<file path="src/rtl/mesh_flit_rx.sv">
// mesh_flit_rx: credit-based flit receive FIFO with packet framing check; define MESH_FLIT_RX_PKT_CNT_EN to add pkt_cnt
module mesh_flit_rx #(
  parameter int DW = 64,
  parameter int DEPTH = 8
) (
  input  logic                       clk,
  input  logic                       rst,
  input  logic                       in_valid,
  input  logic [DW-1:0]              in_data,
  input  logic                       in_sop,
  input  logic                       in_eop,
  output logic                       credit_ret,
  output logic                       out_valid,
  output logic [DW-1:0]              out_data,
  output logic                       out_sop,
  output logic                       out_eop,
  input  logic                       out_ready,
  output logic [$clog2(DEPTH+1)-1:0] fill,
`ifdef MESH_FLIT_RX_PKT_CNT_EN
  output logic [31:0]                pkt_cnt,
`endif
  output logic                       frame_err,
  output logic                       ovf_err,
  input  logic                       err_clr
);
  localparam int AW = $clog2(DEPTH);
  localparam int FW = $clog2(DEPTH+1);
  typedef enum logic {IDLE, IN_PKT} state_t;
  state_t state, state_nx;
  logic [DW+1:0] mem [DEPTH];
  logic [DW+1:0] head;
  logic [AW-1:0] wr_ptr, rd_ptr;
  logic full, push, pop, fr_set, ov_set;
  always_ff @(posedge clk or posedge rst)
    if (rst) state <= IDLE;
    else state <= state_nx;
  always_comb state_nx = push ? (in_eop ? IDLE : IN_PKT) : state;
  always_comb begin
    full = fill == FW'(DEPTH);
    ov_set = in_valid & full;
    fr_set = in_valid & ~full & (state == IDLE ? ~in_sop : in_sop);
    push = in_valid & ~full & ~fr_set;
  end
  always_comb begin
    head = mem[rd_ptr];
    out_valid = fill != '0;
    pop = out_valid & out_ready;
    out_data = out_valid ? head[DW-1:0] : '0;
    out_eop = out_valid & head[DW];
    out_sop = out_valid & head[DW+1];
  end
  always_ff @(posedge clk)
    if (push) mem[wr_ptr] <= {in_sop, in_eop, in_data};
  always_ff @(posedge clk or posedge rst)
    if (rst) begin
      wr_ptr <= '0;
      rd_ptr <= '0;
      fill <= '0;
      credit_ret <= 1'b0;
      frame_err <= 1'b0;
      ovf_err <= 1'b0;
    end else begin
      if (push) wr_ptr <= wr_ptr + AW'(1);
      if (pop) rd_ptr <= rd_ptr + AW'(1);
      fill <= fill + FW'(push) - FW'(pop);
      credit_ret <= pop;
      frame_err <= fr_set | (frame_err & ~err_clr);
      ovf_err <= ov_set | (ovf_err & ~err_clr);
    end
`ifdef MESH_FLIT_RX_PKT_CNT_EN
  always_ff @(posedge clk or posedge rst)
    if (rst) pkt_cnt <= '0;
    else if (pop & out_eop) pkt_cnt <= pkt_cnt + 32'd1;
`endif
endmodule
</file>
<file path="config.mk">
export PLATFORM = sky130hd
export DESIGN_NAME = mesh_flit_rx
export DESIGN_NICKNAME = d
export VERILOG_FILES = /design/src/rtl/mesh_flit_rx.sv
export SDC_FILE = /design/constraint.sdc
export NUM_CORES = 1
export LEC_CHECK = 0
export ABC_AREA = 0
export CORE_MARGIN = 3
export CORE_UTILIZATION = 50
export CTS_BUF_LIST = sky130_fd_sc_hd__clkbuf_8
export DETAILED_ROUTE_END_ITERATION = 8
export GPL_ROUTABILITY_DRIVEN = 0
export PLACE_DENSITY = 0.7
export RECOVER_POWER = 50
export SLEW_MARGIN = 20
export SYNTH_ARGS = -nofsm -noshare
export SYNTH_HDL_FRONTEND = slang
export SYNTH_SLANG_ARGS = --single-unit
</file>
<file path="constraint.sdc">
create_clock -name clk -period 11.57 [get_ports clk]
set_input_delay 2.314 -clock clk [delete_from_list [all_inputs] [get_ports clk]]
set_output_delay 2.314 -clock clk [all_outputs]
set_load 0.02 [all_outputs]
</file>
# Yosys cells after proc, flatten, opt, wreduce, memory -nomap -nowiden

Memory sizes are Yosys's and may differ from the RTL's.
Cells that the tools add are included.

Add/subtract/negate cells: 4
Equality and inequality tests: 1
Mux-type cells: 5
Bitwise logic cells: 15
Reduce and logical (&&, ||, !) cells: 1

Operators with widths:

| kind                                        | count |
|---|---|
| two-way mux 64 bit                          | 1 |
| AND 1 bit                                   | 9 |
| adder 3 x 1 -> 3 bit, second input constant | 2 |
| adder 4 x 1 -> 4 bit                        | 1 |
| == test 4 bit, second input constant        | 1 |
| two-way mux 1 bit                           | 4 |
| NOT 1 bit                                   | 4 |
| nonzero test 4 bit                          | 1 |
| subtractor 4 x 1 -> 4 bit                   | 1 |
| bitwise OR 1 bit                            | 2 |

Register bits after elaboration: 14
RAM bits: 528
Input port bits: 71
Output and inout port bits: 74
Memories: 1

Memories:

| name | depth | width | rd ports | clocked after memory_dff | wr ports | RTL line | RTL |
|---|---|---|---|---|---|---|---|
| mem  | 8     | 66    | 1        | 0                        | 1        | 30       | `logic [DW+1:0] mem [DEPTH];` |

# Depth between registers and ports, before layout

Depth in word-level cells: 8
Depth in mapped cells: 12

# Worst setup path before layout

Ideal clock, no wire load.

Path kind: input-to-reg
Start: in in_sop
End: mem mem[0][0] in the netlist's numbering, enable pin
Setup time: 0.653 ns
Arrival time: 9.086 ns
Data required time: 10.917 ns
Setup slack: 1.831 ns
Stages: 3
Cells stage by stage: xor2_1 > nand3_2 > nor4_1

Word-level cells in the longest chain between the ends: 7

Ends and longest elaborated chain:

| what                                      | RTL line | RTL |
|---|---|---|
| from (decl)                               | 10       | `input logic in_sop,` |
| NOT 1 bit                                 | 41       | `fr_set = in_valid & ~full & (state == IDLE ? ~in_sop : in_sop);` |
| two-way mux 1 bit *                       | 41       |  |
| AND 1 bit *                               | 41       |  |
| NOT 1 bit *                               | 42       | `push = in_valid & ~full & ~fr_set;` |
| AND 1 bit *                               | 42       |  |
| two-way mux 1 bit *                       | 53       | `if (push) mem[wr_ptr] <= {in_sop, in_eop, in_data};` |
| two-way mux 1 bit (not written as such) * | 53       |  |
| to (decl)                                 | 30       |  |

Mark *: on every way between the ends. The rest lies on a longest branch, timed or not.

# Final worst setup path

Start: reg fill[2]
End: out out_data[58]

Word-level cells in the longest chain between the ends: 2

Ends and longest elaborated chain:

| what                   | RTL line | RTL |
|---|---|---|
| from (decl)            | 18       | `output logic [$clog2(DEPTH+1)-1:0] fill,` |
| from (signal assigned) | 65       | `fill <= fill + FW'(push) - FW'(pop);` |
| nonzero test 4 bit     | 46       | `out_valid = fill != '0;` |
| two-way mux 64 bit     | 48       | `out_data = out_valid ? head[DW-1:0] : '0;` |
| to (decl)              | 14       | `output logic [DW-1:0] out_data,` |

Every way passes these cells.

==> impl_metrics.env <==
export IMPL_synth_fp_nets=1283
export IMPL_final_core_util_pct=58.8
export IMPL_grt_overflow=0
export IMPL_powerDensity_nw_per_um2=251
export IMPL_finalHoldViolCount=0
export IMPL_grtUsageTotal_pct=20.2
export IMPL_grt_use_met3_pct=4.19
export IMPL_critPathBufInv=3
export IMPL_cellLeakagePower_nw=8.07
export IMPL_vias=11300
export IMPL_cp_slowest_stage_delay_ps=1680
export IMPL_synth_compound_area_share_pct=5.91
export IMPL_max_cap_violations=3
export IMPL_fin_nets=1464
export IMPL_synth_top_flop_cell="edfxtp_1"
export IMPL_finalWirelength_mm=45.3
export IMPL_max_slew_margin_pct=-49.5
export IMPL_slew_violations=96
export IMPL_root_buffer="clkbuf_8"
export IMPL_pin_count=145
export IMPL_grt_pass1_wl_mm=68.9
export IMPL_die_area_um2=45300
export IMPL_synth_seq_area_share_pct=75.7
export IMPL_critical_path_slowest_cell="clkbuf_1"
export IMPL_start_util_pct=50.8
export IMPL_layout_min_cycle_time_ps=8060
export IMPL_synth_area_um2=21400
export IMPL_cts_resized=0
export IMPL_finalSetupViolCount=0
export IMPL_grt_max_degree=88
export IMPL_synthTopCellsByArea="edfxtp_1, mux2_1, mux2_2"
export IMPL_clock_skew_ps=16.4
export IMPL_grt_pass1_vias=11700
export IMPL_startpoint_type="flip-flop"
export IMPL_fin_hold_ws_ps=541
export IMPL_synth_top_family_by_area="multiplexers"
export IMPL_numCtsBuffers=86
export IMPL_rsz0062_at_grt="no"
export IMPL_synthMuxAreaShare_pct=10.7
export IMPL_clk_latency_ps=620
export IMPL_final_antenna_net_count=0
export IMPL_synth_xor_area_share_pct=0.287
export IMPL_fillers=3142
export IMPL_final_period_utilization_pct=69.7
export IMPL_rows=75
export IMPL_synth_simple_area_share_pct=4.31
export IMPL_peakVddDrop_v=0.000148
export IMPL_synth_top_area_cell="edfxtp_1"
export IMPL_clk_path_buf_depth=3
export IMPL_syn_avg_cell_area_um2=17.8
export IMPL_crit_family="buffers and inverters"
export IMPL_synth_seq_cells=542
export IMPL_io_buffers=144
export IMPL_hold_path_class="flip-flop to flip-flop"
export IMPL_worstSetupPathType="flip-flop to output pin"
export IMPL_cp_max_fo=38
export IMPL_ys_warn_count=0
export IMPL_fin_setup_tns_ps=0
export IMPL_post_drt_wl_per_cell_um=22.7
export IMPL_synth_fa_ha_area_share_pct=0.561
export IMPL_dr_pass1_iters=5
export IMPL_worstPathArrival_ps=5750
export IMPL_clock_sinks=542
export IMPL_first_iter_violations=760
export IMPL_violations="capacitance limit, slew limit"
export IMPL_post_cts_setup_buffers=0
export IMPL_drc=0
export IMPL_fp_coreArea_um2=42100
export IMPL_synth_top_cell_area_share_pct=74.1
export IMPL_crit_chain="inv_1 > ha_1 > or3b_1 > clkbuf_1 > o21ai_0 > nor3_1 > clkdlybuf4s50_1"
export IMPL_netlist_cell_type_count=34
export IMPL_synth_edf_count=528
export IMPL_cts_max_level=3
export IMPL_critPathRequiredTime_ps=9260
export IMPL_outcome="finished with violations"
export IMPL_chipHeight_um=213
export IMPL_path_clk_slew_ps=50
export IMPL_cts_tree="yes"
export IMPL_viasPerCell=5.68
export IMPL_layout_drive_gt1_share_pct=13.6
export IMPL_antenna_found_initial=6
export IMPL_async_flop_share_pct=2.58
export IMPL_use_met2_pct=32.8
export IMPL_ctsHoldBuffers=0
export IMPL_worst_setup_path_end_kind="output pin"
export IMPL_syn_to_final_growth_pct=15.7
export IMPL_grt_util_met1_pct=27.6
export IMPL_synth_cells=1203
export IMPL_clock_fmax_ghz=0.124
export IMPL_busiest_layer="met2"
export IMPL_die_w_um=213
export IMPL_tightestPinTransition_ps=2240
export IMPL_hpwl_mm=23.0
-- layout by cell type, fill, tap and decap left out, types with 2 or more instances in the layout --
cell type / netlist / routed
edfxtp_1: 528 / 528
mux2_1: 144 / 144
clkbuf_8: 0 / 89
dlygate4sd3_1: 0 / 74
clkdlybuf4s50_1: 0 / 70
o22ai_1: 68 / 68
nor2b_1: 66 / 66
a211oi_1: 66 / 66
nor3_1: 60 / 58
inv_1: 13 / 48
mux2_2: 46 / 46
o21ai_1: 38 / 38
o21ai_0: 28 / 28
clkinv_1: 0 / 20
buf_4: 3 / 19
dfrtp_1: 14 / 13
nor3_2: 10 / 12
mux2_4: 10 / 10
ha_1: 8 / 8
clkinv_2: 0 / 7
xnor2_1: 5 / 5
clkinvlp_4: 0 / 4
nand2_1: 4 / 3
nor2_4: 0 / 3
clkbuf_1: 19 / 3
or3b_1: 2 / 2
xor2_1: 2 / 2
nand3_1: 1 / 2
nand2b_2: 0 / 2
nand4_1: 2 / 2
nand2b_1: 4 / 2
-- metal layers --
metal | vias up | wire length [um]
li1 | 5139 | -
met1 | 5727 | 19900
met2 | 344 | 21700
met3 | 84 | 2720
met4 | 8 | 928
met5 | - | 32
-- worst reg2reg max path: cells and delay by family, from the launching register on --
kind | cells | cell delay [ps]
buf+inv | 5 | 2080
simple gates | 2 | 1710
xor+xnor | 1 | 130
flops | 1 | 340
fa+ha+maj | 4 | 1020
-- through the flow --
stage                     std cells  power, mW  setup WS (ps)  area (um^2)
after floorplan                1203       3.99           1830        21400
after global placement         1834       4.83           5460        23300
after detailed placement       1834       4.86           5430        23300
after CTS                      1989       6.29           4720        24800
after global routing           1990       6.54           3180        24800
final                          1991       6.21           3510        24800
-- flip-flops by register name, summed over array words and instances (netlist names) --
name,cells
mem,528
fill,4
rd_ptr,3
wr_ptr,3
credit_ret,1
frame_err,1
ovf_err,1
state,1
-- final timing paths --
path	start	end	slack [ps]	cells after the start
setup reg to reg	fill[2]$_DFF_PP0_	fill[2]$_DFF_PP0_	6180	12
min in group asynchronous	rst	wr_ptr[2]$_DFFE_PP0P_	2230	2
max in group asynchronous	rst	rd_ptr[0]$_DFFE_PP0P_	8910	2
hold reg to reg	ovf_err$_DFF_PP0_	ovf_err$_DFF_PP0_	540	2
setup / recovery	fill[2]$_DFF_PP0_	out_data[58]	3510	7
hold / removal	ovf_err$_DFF_PP0_	ovf_err$_DFF_PP0_	540	2
-- report_power, final --
part	total (mW)	internal (mW)	switching, mW
sequential	2.48	2.38	0.104
combinational	2.31	0.950	1.36
clock	1.42	0.711	0.705
total	6.21	4.04	2.17
-- cell families after synthesis --
logic type      count (synthesis)
simple gates                  155
xor+xnor                        7
compound gates                202
buf+inv                        87
mux                           201
flops                         542
fa+ha+maj                       9
-- cells in the mapped netlist, types with 2 or more instances --
cell type	count
a211oi_1	66
buf_1	5
buf_2	27
buf_4	3
buf_6	20
clkbuf_1	19
dfrtp_1	14
edfxtp_1	528
ha_1	8
inv_1	13
mux2_1	144
mux2_2	46
mux2_4	10
nand2_1	4
nand2b_1	4
nand4_1	2
nor2_1	3
nor2b_1	66
nor3_1	60
nor3_2	10
o21ai_0	28
o21ai_1	38
o22ai_1	68
or3b_1	2
xnor2_1	5
xor2_1	2
-- cell type report --
cell class | count | area (um^2) | share of cell area [%]
Sequential cell | 542 | 16200 | 65.5
Multi-Input combinational cell | 574 | 4710 | 19.0
Timing Repair Buffer | 167 | 1620 | 6.53
Clock buffer | 89 | 1220 | 4.95
Tap cell | 539 | 674 | 2.72
Clock inverter | 66 | 272 | 1.10
Inverter | 13 | 48.8 | 0.197
Antenna cell | 1 | 2.50 | 0.0101
Note: power is estimated with default switching activity, not from simulation.
